[src/rtl/lsu_pkg.sv]
// Shared encodings for the MEM stage: writeback source select, load/store
// width codes and the bus-access FSM states.
package lsu_pkg;

  localparam logic [1:0] ALU_RESULT = 2'b00;
  localparam logic [1:0] MEM_TO_REG = 2'b01;
  localparam logic [1:0] PC_PLUS    = 2'b10;
  localparam logic [1:0] LUI_AUIPC  = 2'b11;

  localparam logic [2:0] F3_B  = 3'b000;
  localparam logic [2:0] F3_H  = 3'b001;
  localparam logic [2:0] F3_W  = 3'b010;
  localparam logic [2:0] F3_BU = 3'b100;
  localparam logic [2:0] F3_HU = 3'b101;

  typedef enum logic [1:0] {
    IDLE = 2'd0,
    REQ  = 2'd1,
    WAIT = 2'd2
  } lsu_state_t;

endpackage

[src/rtl/lsu_align.sv]
// Byte-lane steering for the data bus: store enables/replication, load lane
// extraction with sign/zero extension, and natural-alignment checking.
module lsu_align
  import lsu_pkg::*;
(
  input  logic [1:0]  addr_lo,
  input  logic [2:0]  funct3,
  input  logic [31:0] store_data,
  input  logic [31:0] load_word,
  output logic [3:0]  be,
  output logic [31:0] wdata,
  output logic [31:0] load_data,
  output logic        misaligned
);

  logic [7:0]  lane_byte;
  logic [15:0] lane_half;

  // funct3[1:0] is the access size for both signed and unsigned variants
  always_comb begin
    be         = '0;
    wdata      = '0;
    misaligned = 1'b0;
    case (funct3[1:0])
      2'b00: begin
        be    = 4'b0001 << addr_lo;
        wdata = {4{store_data[7:0]}};
      end
      2'b01: begin
        be         = addr_lo[1] ? 4'b1100 : 4'b0011;
        wdata      = {2{store_data[15:0]}};
        misaligned = addr_lo[0];
      end
      default: begin
        be         = 4'b1111;
        wdata      = store_data;
        misaligned = |addr_lo;
      end
    endcase
  end

  always_comb begin
    lane_byte = '0;
    case (addr_lo)
      2'd0:    lane_byte = load_word[7:0];
      2'd1:    lane_byte = load_word[15:8];
      2'd2:    lane_byte = load_word[23:16];
      default: lane_byte = load_word[31:24];
    endcase
    lane_half = addr_lo[1] ? load_word[31:16] : load_word[15:0];
  end

  always_comb begin
    load_data = '0;
    case (funct3)
      F3_B:    load_data = {{24{lane_byte[7]}}, lane_byte};
      F3_BU:   load_data = {24'd0, lane_byte};
      F3_H:    load_data = {{16{lane_half[15]}}, lane_half};
      F3_HU:   load_data = {16'd0, lane_half};
      F3_W:    load_data = load_word;
      default: load_data = load_word;
    endcase
  end

endmodule

[src/rtl/stage_memory_lsu.sv]
// MEM pipeline stage: issues loads/stores on a req/gnt/rvalid bus, stalls the
// front end while an access is outstanding, and registers the MEM->WB payload.
module stage_memory_lsu
  import lsu_pkg::*;
#(
  parameter int unsigned TIMEOUT_CYCLES = 16,
  parameter int unsigned CNT_W          = 5
) (
  input  logic        clk,
  input  logic        rst_n,
  input  logic [31:0] execute_alu_result,
  input  logic [31:0] execute_wr_datamem_data,
  input  logic [2:0]  execute_funct3,
  input  logic        execute_datamem_wr_enable,
  input  logic [1:0]  execute_result_src,
  input  logic [4:0]  execute_rd,
  input  logic        execute_regfile_wr_enable,
  input  logic [31:0] execute_instr_addr_plus,
  output logic        mem_stall,
  output logic        dmem_req,
  output logic        dmem_we,
  output logic [31:0] dmem_addr,
  output logic [3:0]  dmem_be,
  output logic [31:0] dmem_wdata,
  input  logic        dmem_gnt,
  input  logic        dmem_rvalid,
  input  logic [31:0] dmem_rdata,
  output logic [4:0]  mem_rd,
  output logic        mem_regfile_wr_enable,
  output logic [1:0]  mem_result_src,
  output logic [31:0] mem_alu_result,
  output logic [31:0] mem_read_data,
  output logic [31:0] mem_instr_addr_plus,
  output logic        mem_fault
);

  lsu_state_t state_q;
  logic [CNT_W-1:0] cnt_q;
  logic [31:0] addr_q;
  logic [2:0]  funct3_q;
  logic        we_q;
  logic [4:0]  rd_q;
  logic        wen_q;
  logic [1:0]  rsrc_q;
  logic [31:0] pc4_q;

  logic        idle, mem_op, start, misalign, complete, timeout;
  logic [1:0]  sel_addr_lo;
  logic [2:0]  sel_funct3;
  logic [3:0]  al_be;
  logic [31:0] al_wdata, al_load;
  logic        al_mis;

  logic [4:0]  wb_rd;
  logic        wb_wen;
  logic [1:0]  wb_rsrc;
  logic [31:0] wb_alu, wb_rdata, wb_pc4;

  assign idle   = (state_q == IDLE);
  assign mem_op = execute_datamem_wr_enable | (execute_result_src == MEM_TO_REG);

  // One aligner serves both directions: IDLE looks at the incoming request,
  // busy states look at the captured one for load extraction.
  assign sel_addr_lo = idle ? execute_alu_result[1:0] : addr_q[1:0];
  assign sel_funct3  = idle ? execute_funct3 : funct3_q;

  lsu_align u_align (
    .addr_lo    (sel_addr_lo),
    .funct3     (sel_funct3),
    .store_data (execute_wr_datamem_data),
    .load_word  (dmem_rdata),
    .be         (al_be),
    .wdata      (al_wdata),
    .load_data  (al_load),
    .misaligned (al_mis)
  );

  assign start    = idle & mem_op & ~al_mis;
  assign misalign = idle & mem_op & al_mis;
  assign complete = ((state_q == REQ) & dmem_gnt & we_q) | ((state_q == WAIT) & dmem_rvalid);
  assign timeout  = ~idle & ~complete & (cnt_q == CNT_W'(TIMEOUT_CYCLES - 1));
  assign mem_stall = rst_n & (start | (~idle & ~complete & ~timeout));

  always_comb begin
    wb_rd    = '0;
    wb_wen   = 1'b0;
    wb_rsrc  = ALU_RESULT;
    wb_alu   = '0;
    wb_rdata = '0;
    wb_pc4   = '0;
    if (idle && !mem_op) begin
      wb_rd   = execute_rd;
      wb_wen  = execute_regfile_wr_enable;
      wb_rsrc = execute_result_src;
      wb_alu  = execute_alu_result;
      wb_pc4  = execute_instr_addr_plus;
    end else if (complete) begin
      wb_rd    = rd_q;
      wb_wen   = wen_q;
      wb_rsrc  = rsrc_q;
      wb_alu   = addr_q;
      wb_rdata = we_q ? '0 : al_load;
      wb_pc4   = pc4_q;
    end
  end

  always_ff @(posedge clk) begin
    if (!rst_n) begin
      state_q               <= IDLE;
      cnt_q                 <= '0;
      addr_q                <= '0;
      funct3_q              <= '0;
      we_q                  <= 1'b0;
      rd_q                  <= '0;
      wen_q                 <= 1'b0;
      rsrc_q                <= ALU_RESULT;
      pc4_q                 <= '0;
      dmem_req              <= 1'b0;
      dmem_we               <= 1'b0;
      dmem_addr             <= '0;
      dmem_be               <= '0;
      dmem_wdata            <= '0;
      mem_rd                <= '0;
      mem_regfile_wr_enable <= 1'b0;
      mem_result_src        <= ALU_RESULT;
      mem_alu_result        <= '0;
      mem_read_data         <= '0;
      mem_instr_addr_plus   <= '0;
      mem_fault             <= 1'b0;
    end else begin
      mem_fault             <= misalign | timeout;
      mem_rd                <= wb_rd;
      mem_regfile_wr_enable <= wb_wen;
      mem_result_src        <= wb_rsrc;
      mem_alu_result        <= wb_alu;
      mem_read_data         <= wb_rdata;
      mem_instr_addr_plus   <= wb_pc4;
      case (state_q)
        IDLE: begin
          if (start) begin
            addr_q     <= execute_alu_result;
            funct3_q   <= execute_funct3;
            we_q       <= execute_datamem_wr_enable;
            rd_q       <= execute_rd;
            wen_q      <= execute_regfile_wr_enable;
            rsrc_q     <= execute_result_src;
            pc4_q      <= execute_instr_addr_plus;
            dmem_req   <= 1'b1;
            dmem_we    <= execute_datamem_wr_enable;
            dmem_addr  <= {execute_alu_result[31:2], 2'b00};
            dmem_be    <= al_be;
            dmem_wdata <= execute_datamem_wr_enable ? al_wdata : '0;
            cnt_q      <= '0;
            state_q    <= REQ;
          end
        end
        REQ, WAIT: begin
          cnt_q <= cnt_q + CNT_W'(1);
          if (timeout || complete || ((state_q == REQ) && dmem_gnt)) begin
            dmem_req   <= 1'b0;
            dmem_we    <= 1'b0;
            dmem_addr  <= '0;
            dmem_be    <= '0;
            dmem_wdata <= '0;
            state_q    <= (timeout || complete) ? IDLE : WAIT;
          end
        end
        default: state_q <= IDLE;
      endcase
    end
  end

endmodule

[config.mk]
export PLATFORM = sky130hd
export DESIGN_NAME = stage_memory_lsu
export DESIGN_NICKNAME = d
export VERILOG_FILES = /design/src/rtl/lsu_pkg.sv /design/src/rtl/lsu_align.sv /design/src/rtl/stage_memory_lsu.sv
export SDC_FILE = /design/constraint.sdc
export NUM_CORES = 1
export LEC_CHECK = 0
export ABC_AREA = 0
export CAP_MARGIN = 20
export CORE_ASPECT_RATIO = 0.9
export CORE_UTILIZATION = 42
export CTS_BUF_LIST = sky130_fd_sc_hd__clkbuf_4
export DETAILED_ROUTE_END_ITERATION = 7
export GPL_TIMING_DRIVEN = 1
export PLACE_DENSITY = 0.78
export SLEW_MARGIN = 20
export SYNTH_ARGS = -nofsm -noshare
export SYNTH_HDL_FRONTEND = slang
export SYNTH_SLANG_ARGS = --single-unit
[constraint.sdc]
create_clock -name clk -period 2.4 [get_ports clk]
set_input_delay 0.48 -clock clk [delete_from_list [all_inputs] [get_ports clk]]
set_output_delay 0.48 -clock clk [all_outputs]
set_load 0.03 [all_outputs]
==> After elaboration in Yosys (flattened, before gate mapping) <==
Cells that the tools add are included.
{ "word_totals": {"elab_cells": 110, "in_bits": 144, "output_inout_bits": 176, "register_bits": 258} }
{ "classes": {"n_shift": 1, "bitwise_logic": 19, "n_reduce_logical": 17, "n_eq_ne": 12, "n_mux": 39, "add_sub_neg": 1} }
{ "ops": {"columns": ["operator", "n"], "rows": [
  ["32-bit two-way mux", 8],
  ["32-bit one-hot mux with 2 select lines", 3],
  ["32-bit one-hot mux with 4 select lines", 1],
  ["8-bit one-hot mux with 3 select lines", 1],
  ["16-bit two-way mux", 1],
  ["4-bit one-hot mux with 2 select lines", 2],
  ["5-bit two-way mux", 3],
  ["2-bit two-way mux", 6],
  ["4-bit two-way mux", 3],
  ["1-bit bitwise AND", 10],
  ["5-bit one-hot mux with 2 select lines", 1],
  ["2-bit by 1-bit equality test with 1-bit output (second input constant)", 4],
  ["3-bit equality test (second input constant)", 2],
  ["2-bit zero test", 3],
  ["1-bit one-hot mux with 2 select lines", 3],
  ["2-bit AND reduction", 3],
  ["5-bit by 1-bit adder with 5-bit output (second input constant)", 1],
  ["5-bit by 4-bit equality test with 1-bit output (second input constant)", 1],
  ["1-bit two-way mux", 5],
  ["1-bit NOT", 5],
  ["2-bit equality test (second input constant)", 2],
  ["1-bit OR", 4],
  ["2-bit one-hot mux with 2 select lines", 1],
  ["2-bit OR reduction", 2],
  ["12 further kinds", 14]
]} }

==> Depth between registers and ports, before layout <==
{ "logic_depth": {"word_depth": 11, "mapped_depth": 12, "depth_no_buf": 8} }

==> Hierarchy <==
Synthesis repeated with hierarchy kept, for this count alone.
{ "hier_totals": {"hier_cells": 1140, "area_unflattened_um2": 10440.0} }
{ "by_module_without_submodules": {"columns": ["mod", "n_inst", "cells_per_inst", "seq_area_each_um2", "area_per_inst_um2"], "rows": [
  ["stage_memory_lsu", 1, 941, 5124.9, 9086.2],
  ["lsu_align", 1, 199, 0.0, 1353.8]
]} }

==> Worst setup path before layout <==
No wires, ideal clock.
{ "synth_path": {"path_kind": "flip-flop to output port", "start": "register state_q[0]", "end": "output mem_stall", "path_slack_ps": -72, "required_ps": 1920, "arrival_time_ps": 1992, "path_stages_with_launch": 10, "cell_sequence": "dfxtp_1 inv_1 ha_1 buf_6 buf_2 buf_2 o21ai_0 a21oi_1 buf_2 o21a_1"} }
{ "synth_between": {"elab_chain_len": 11, "word_cells_on_any_way": 24} }
{ "synth_lines": {"columns": ["element", "line", "rtl"], "rows": [
  ["start, declared", "stage_memory_lsu.sv:37", "lsu_state_t state_q;"],
  ["start signal, assigned", "stage_memory_lsu.sv:165", "state_q <= (timeout || complete) ? IDLE : WAIT;"],
  ["2-bit by 1-bit equality test with 1-bit output", "stage_memory_lsu.sv:80", "assign complete = ((state_q == REQ) & dmem_gnt & we_q) | ((state_q == WAIT) & dmem_rvalid);"],
  ["1-bit bitwise AND (2 in series)", "stage_memory_lsu.sv:80", null],
  ["1-bit OR", "stage_memory_lsu.sv:80", null],
  ["1-bit NOT (no line)", null, null],
  ["1-bit bitwise AND", "stage_memory_lsu.sv:81, stage_memory_lsu.sv:82", null],
  ["1-bit bitwise AND", "stage_memory_lsu.sv:81", "assign timeout = ~idle & ~complete & (cnt_q == CNT_W'(TIMEOUT_CYCLES - 1));"],
  ["1-bit NOT", "stage_memory_lsu.sv:82", "assign mem_stall = rst_n & (start | (~idle & ~complete & ~timeout));"],
  ["1-bit bitwise AND", "stage_memory_lsu.sv:82", null],
  ["1-bit OR (*)", "stage_memory_lsu.sv:82", null],
  ["1-bit bitwise AND (*)", "stage_memory_lsu.sv:82", null],
  ["end, declared", "stage_memory_lsu.sv:19", "output logic mem_stall,"]
]} }
Mark *: on every way between the ends. The rest lies on a longest branch, timed or not.

==> Worst setup path in the final report <==
{ "layout_path": {"start": "register state_q[1]", "end": "output mem_stall"} }
Same word-level chain as after synthesis.

==> impl_results.md <==
- Outcome: finished, violations left
- Failing checks: setup timing
- Residual DRC: 0
- Slack of the critical path: -0.284 ns
- Nets: 1463
- Post-Synthesis Cell Area: 9270 um^2
- R2R Path Start: cnt_q[1]$_SDFFE_PN0P_
- Crit Path Max Fanout: 7
- Worst hold path type: in2reg
- Slew Limit Fails: 0
- Xor and xnor area share after synthesis: 0
- Die area: 22700 um^2
- Initial drt markers: 470
- Final Skew: 0.0283 ns
- R2R setup slack: 0.05 ns
- Final estimated routing congestion in global placement: 0.845
- Simple-gate portion of the synthesized area: 0.169
- Sequential share of the synthesized area: 0.553
- GRT overflow: 0
- Cells on worst reg2reg path: 9
- Skew-Pair Late Insertion Delay: 0.64 ns
- Count of final setup violators: 1
- Syn Inst Count: 943
- Synth Area in Compound Gates: 0.190
- Die width: 159 um
- Routed len/inst: 17.6 um
- Final Cell Area: 14200 um^2
- Area Growth Syn to Fin: 53.5%
- Final number of hold-violating endpoints: 0
- Share of cells above drive strength 1: 0.155
- Mux contribution to synthesized area: 0.0347
- Pin count of the biggest net entering global routing: 149
- Pre-antenna DRT Iters: 5
- Slew margin rel.: 0.603
- CTS tree: yes
- Max IR drop VDD: 0.400 mV
- Commonest non-fill, non-tap cell in the layout: clkdlybuf4s50_1
- Worst flop-to-flop path endpoint: dmem_wdata[1]$_SDFFE_PN0P_
- FMAX: 0.373 GHz
- Synth unique cells: 53
- Tightest Pin Transition: 0.596 ns
- # rows: 51
- Root buffer cell: clkbuf_4
- Clock Pin Slew Worst Setup and Hold Paths: 0.07 ns
- CP endpoint: mem_stall
- LEAKAGE: 5.89 nW
- Async set or reset register ratio after synthesis: 0
- Ys flop type: dfxtp_1
- Post-synth EDFFs: 0
- Pwr dens: 869 nW/um^2
- CP arrival: 2.20 ns
- Vias post-DR: 8849
- Adder-cell share of the synthesized area: 0.00810
- Critical Path Source Type: flip-flop
- Final WL: 29000 um
- Syn Area/Cell: 9.83 um^2
- Initial Util: 0.428
- Port Buffer Count: 317
- Final min period: 2.68 ns
- Cts bufs inserted: 67
- Commonest cells after routing, fill and taps aside: clkdlybuf4s50_1, dfxtp_1, nand3_1
- Clock sink count: 256
- Io pins: 320
- Gr usage total: 0.241
- RSZ-0062 raised after global routing: yes
- YS warnings: 0
- CTS Hold Bufs: 0
- #FFs+latches synth: 256
- Setup crit end kind: output port
- Antenna Nets Post-Route: 0
- CTS Buffer Depth: 3
- Final hold slack: 0.247 ns
- Crit path kind: reg2out
- Largest family of logic cells by synthesized area: compound AO/OA/AOI/OAI gates
- Via density: 5.38
- Critical Path RT: 1.92 ns
- Final core utilization: 0.658
- Core ar.: 21600 um^2
- Global-route wire length before repair: 42800 um
- Hpwl dp: 19400 um
- Antenna violations before repair: 0
- Vias in the first global route: 8219
- Critical Path Start: state_q[1]$_SDFFE_PN0P_
- H-tree Lvls: 3
- Area post-placement: 13100 um^2
- Chip Height: 143 um
- Max_cap viols: 0
- Crit share post-route: 1.12
## metrics by stage
stage / setup TNS, ns / std cells / total power [mW] / worst slack (ns)
2_1_floorplan: -0.00376 / 944 / 6.91 / -0.00376
3_3_place_gp: -8.49 / 1520 / 8.38 / -0.127
3_5_place_dp: -9.99 / 1520 / 8.44 / -0.151
4_1_cts: -6.89 / 1641 / 12.2 / -0.282
5_1_grt: -0.581 / 1645 / 13.0 / -0.402
6_report: -0.284 / 1646 / 12.4 / -0.284
## where the power goes
| group | leakage, nW | internal [mW] | switching [mW] |
|---|---|---|---|
| clock | 0.478 | 1.96 | 1.72 |
| sequential | 2.09 | 4.73 | 0.248 |
| combinational | 3.32 | 1.70 | 2.00 |
| total | 5.89 | 8.39 | 3.97 |
## sequential cells by signal (all words and copies together) (netlist names), 4 cells and up
signal / count
dmem_wdata: 32
addr_q: 32
mem_alu_result: 32
mem_instr_addr_plus: 32
rd_q: 5
dmem_be: 4
pc4_q: 32
cnt_q: 5
dmem_addr: 30
mem_read_data: 32
mem_rd: 5
## how the worst min path moves through the flow
stage | cells past startpoint | slack, ns | from | end
floorplan | 2 | 0.43 | funct3_q[2]$_SDFFE_PN0P_ | funct3_q[2]$_SDFFE_PN0P_
global placement | 1 | 0.43 | dmem_we$_SDFFE_PN0P_ | dmem_we$_SDFFE_PN0P_
detailed placement | 2 | 0.44 | pc4_q[6]$_SDFFE_PN0P_ | pc4_q[6]$_SDFFE_PN0P_
CTS | 3 | 0.18 | rst_n | we_q$_SDFFE_PN0P_
global route | 2 | 0.18 | rst_n | state_q[1]$_SDFFE_PN0P_
finish | 3 | 0.25 | rst_n | we_q$_SDFFE_PN0P_
## repair_timing
action	in CTS	in global routing
hold endpoints to repair	0	0
setup buffers	11	1
pin swaps	5	6
gates resized for setup	13	15
cloned	0	7
endpoints found under the setup margin	1	100
## area by class of cell
class | count | area [um^2]
fillers | 1673 | 7410
clock inverters | 20 | 143
repair buffers | 386 | 4010
diodes | 1 | 2.50
well taps | 291 | 364
flip-flops and latches | 256 | 5130
inverters | 6 | 22.5
multi-input cells | 596 | 3870
clock buffers | 90 | 676
## synthesized netlist by cell type, drive strengths merged, types with 3 or more instances
cell | count | share of area
nand2b | 3 | 0.0028
nor2 | 35 | 0.014
mux2 | 9 | 0.011
ha | 6 | 0.0081
a22oi | 15 | 0.012
a21oi | 27 | 0.015
nand3 | 160 | 0.086
mux2i | 22 | 0.024
a21o | 6 | 0.0049
o21ai | 12 | 0.0065
buf | 32 | 0.020
inv | 6 | 0.0024
nor2b | 12 | 0.0081
o2bb2ai | 16 | 0.015
clkbuf | 55 | 0.022
o22ai | 9 | 0.0061
a22o | 114 | 0.11
a222oi | 7 | 0.0076
dfxtp | 256 | 0.55
nor3 | 5 | 0.0027
and2 | 5 | 0.0036
nand2 | 100 | 0.041
## layer usage
| layer | part of all wire | wire length (um) | GRT usage | vias to the layer above |
|---|---|---|---|---|
| met5 | 0 | 0 | 0 | - |
| met4 | 0.027 | 775 | 0.115 | 0 |
| met3 | 0.080 | 2320 | 0.0832 | 56 |
| met2 | 0.48 | 14100 | 0.384 | 361 |
| met1 | 0.41 | 11800 | 0.291 | 4210 |
| li1 | - | - | - | 4222 |
## critical path, cell delays in order (launching register included)
cell and delay, ns:
dfxtp_2 0.33, inv_2 0.08, ha_4 0.14, buf_6 0.13, mux2i_4 0.25, o211ai_1 0.18, a21oi_4 0.17, o21a_2 0.16
buf_12 0.12
## cells by family (layout without fill, tap and decap cells)
family | after synthesis | after routing
muxes | 31 | 31
buffers and inverters | 93 | 502
other | 1 | 3
and+or+nand+nor | 333 | 333
adders and majority gates | 6 | 6
AOI/OAI and AO/OA | 223 | 224
DFF | 256 | 256
(Power assumes the default switching activity.)
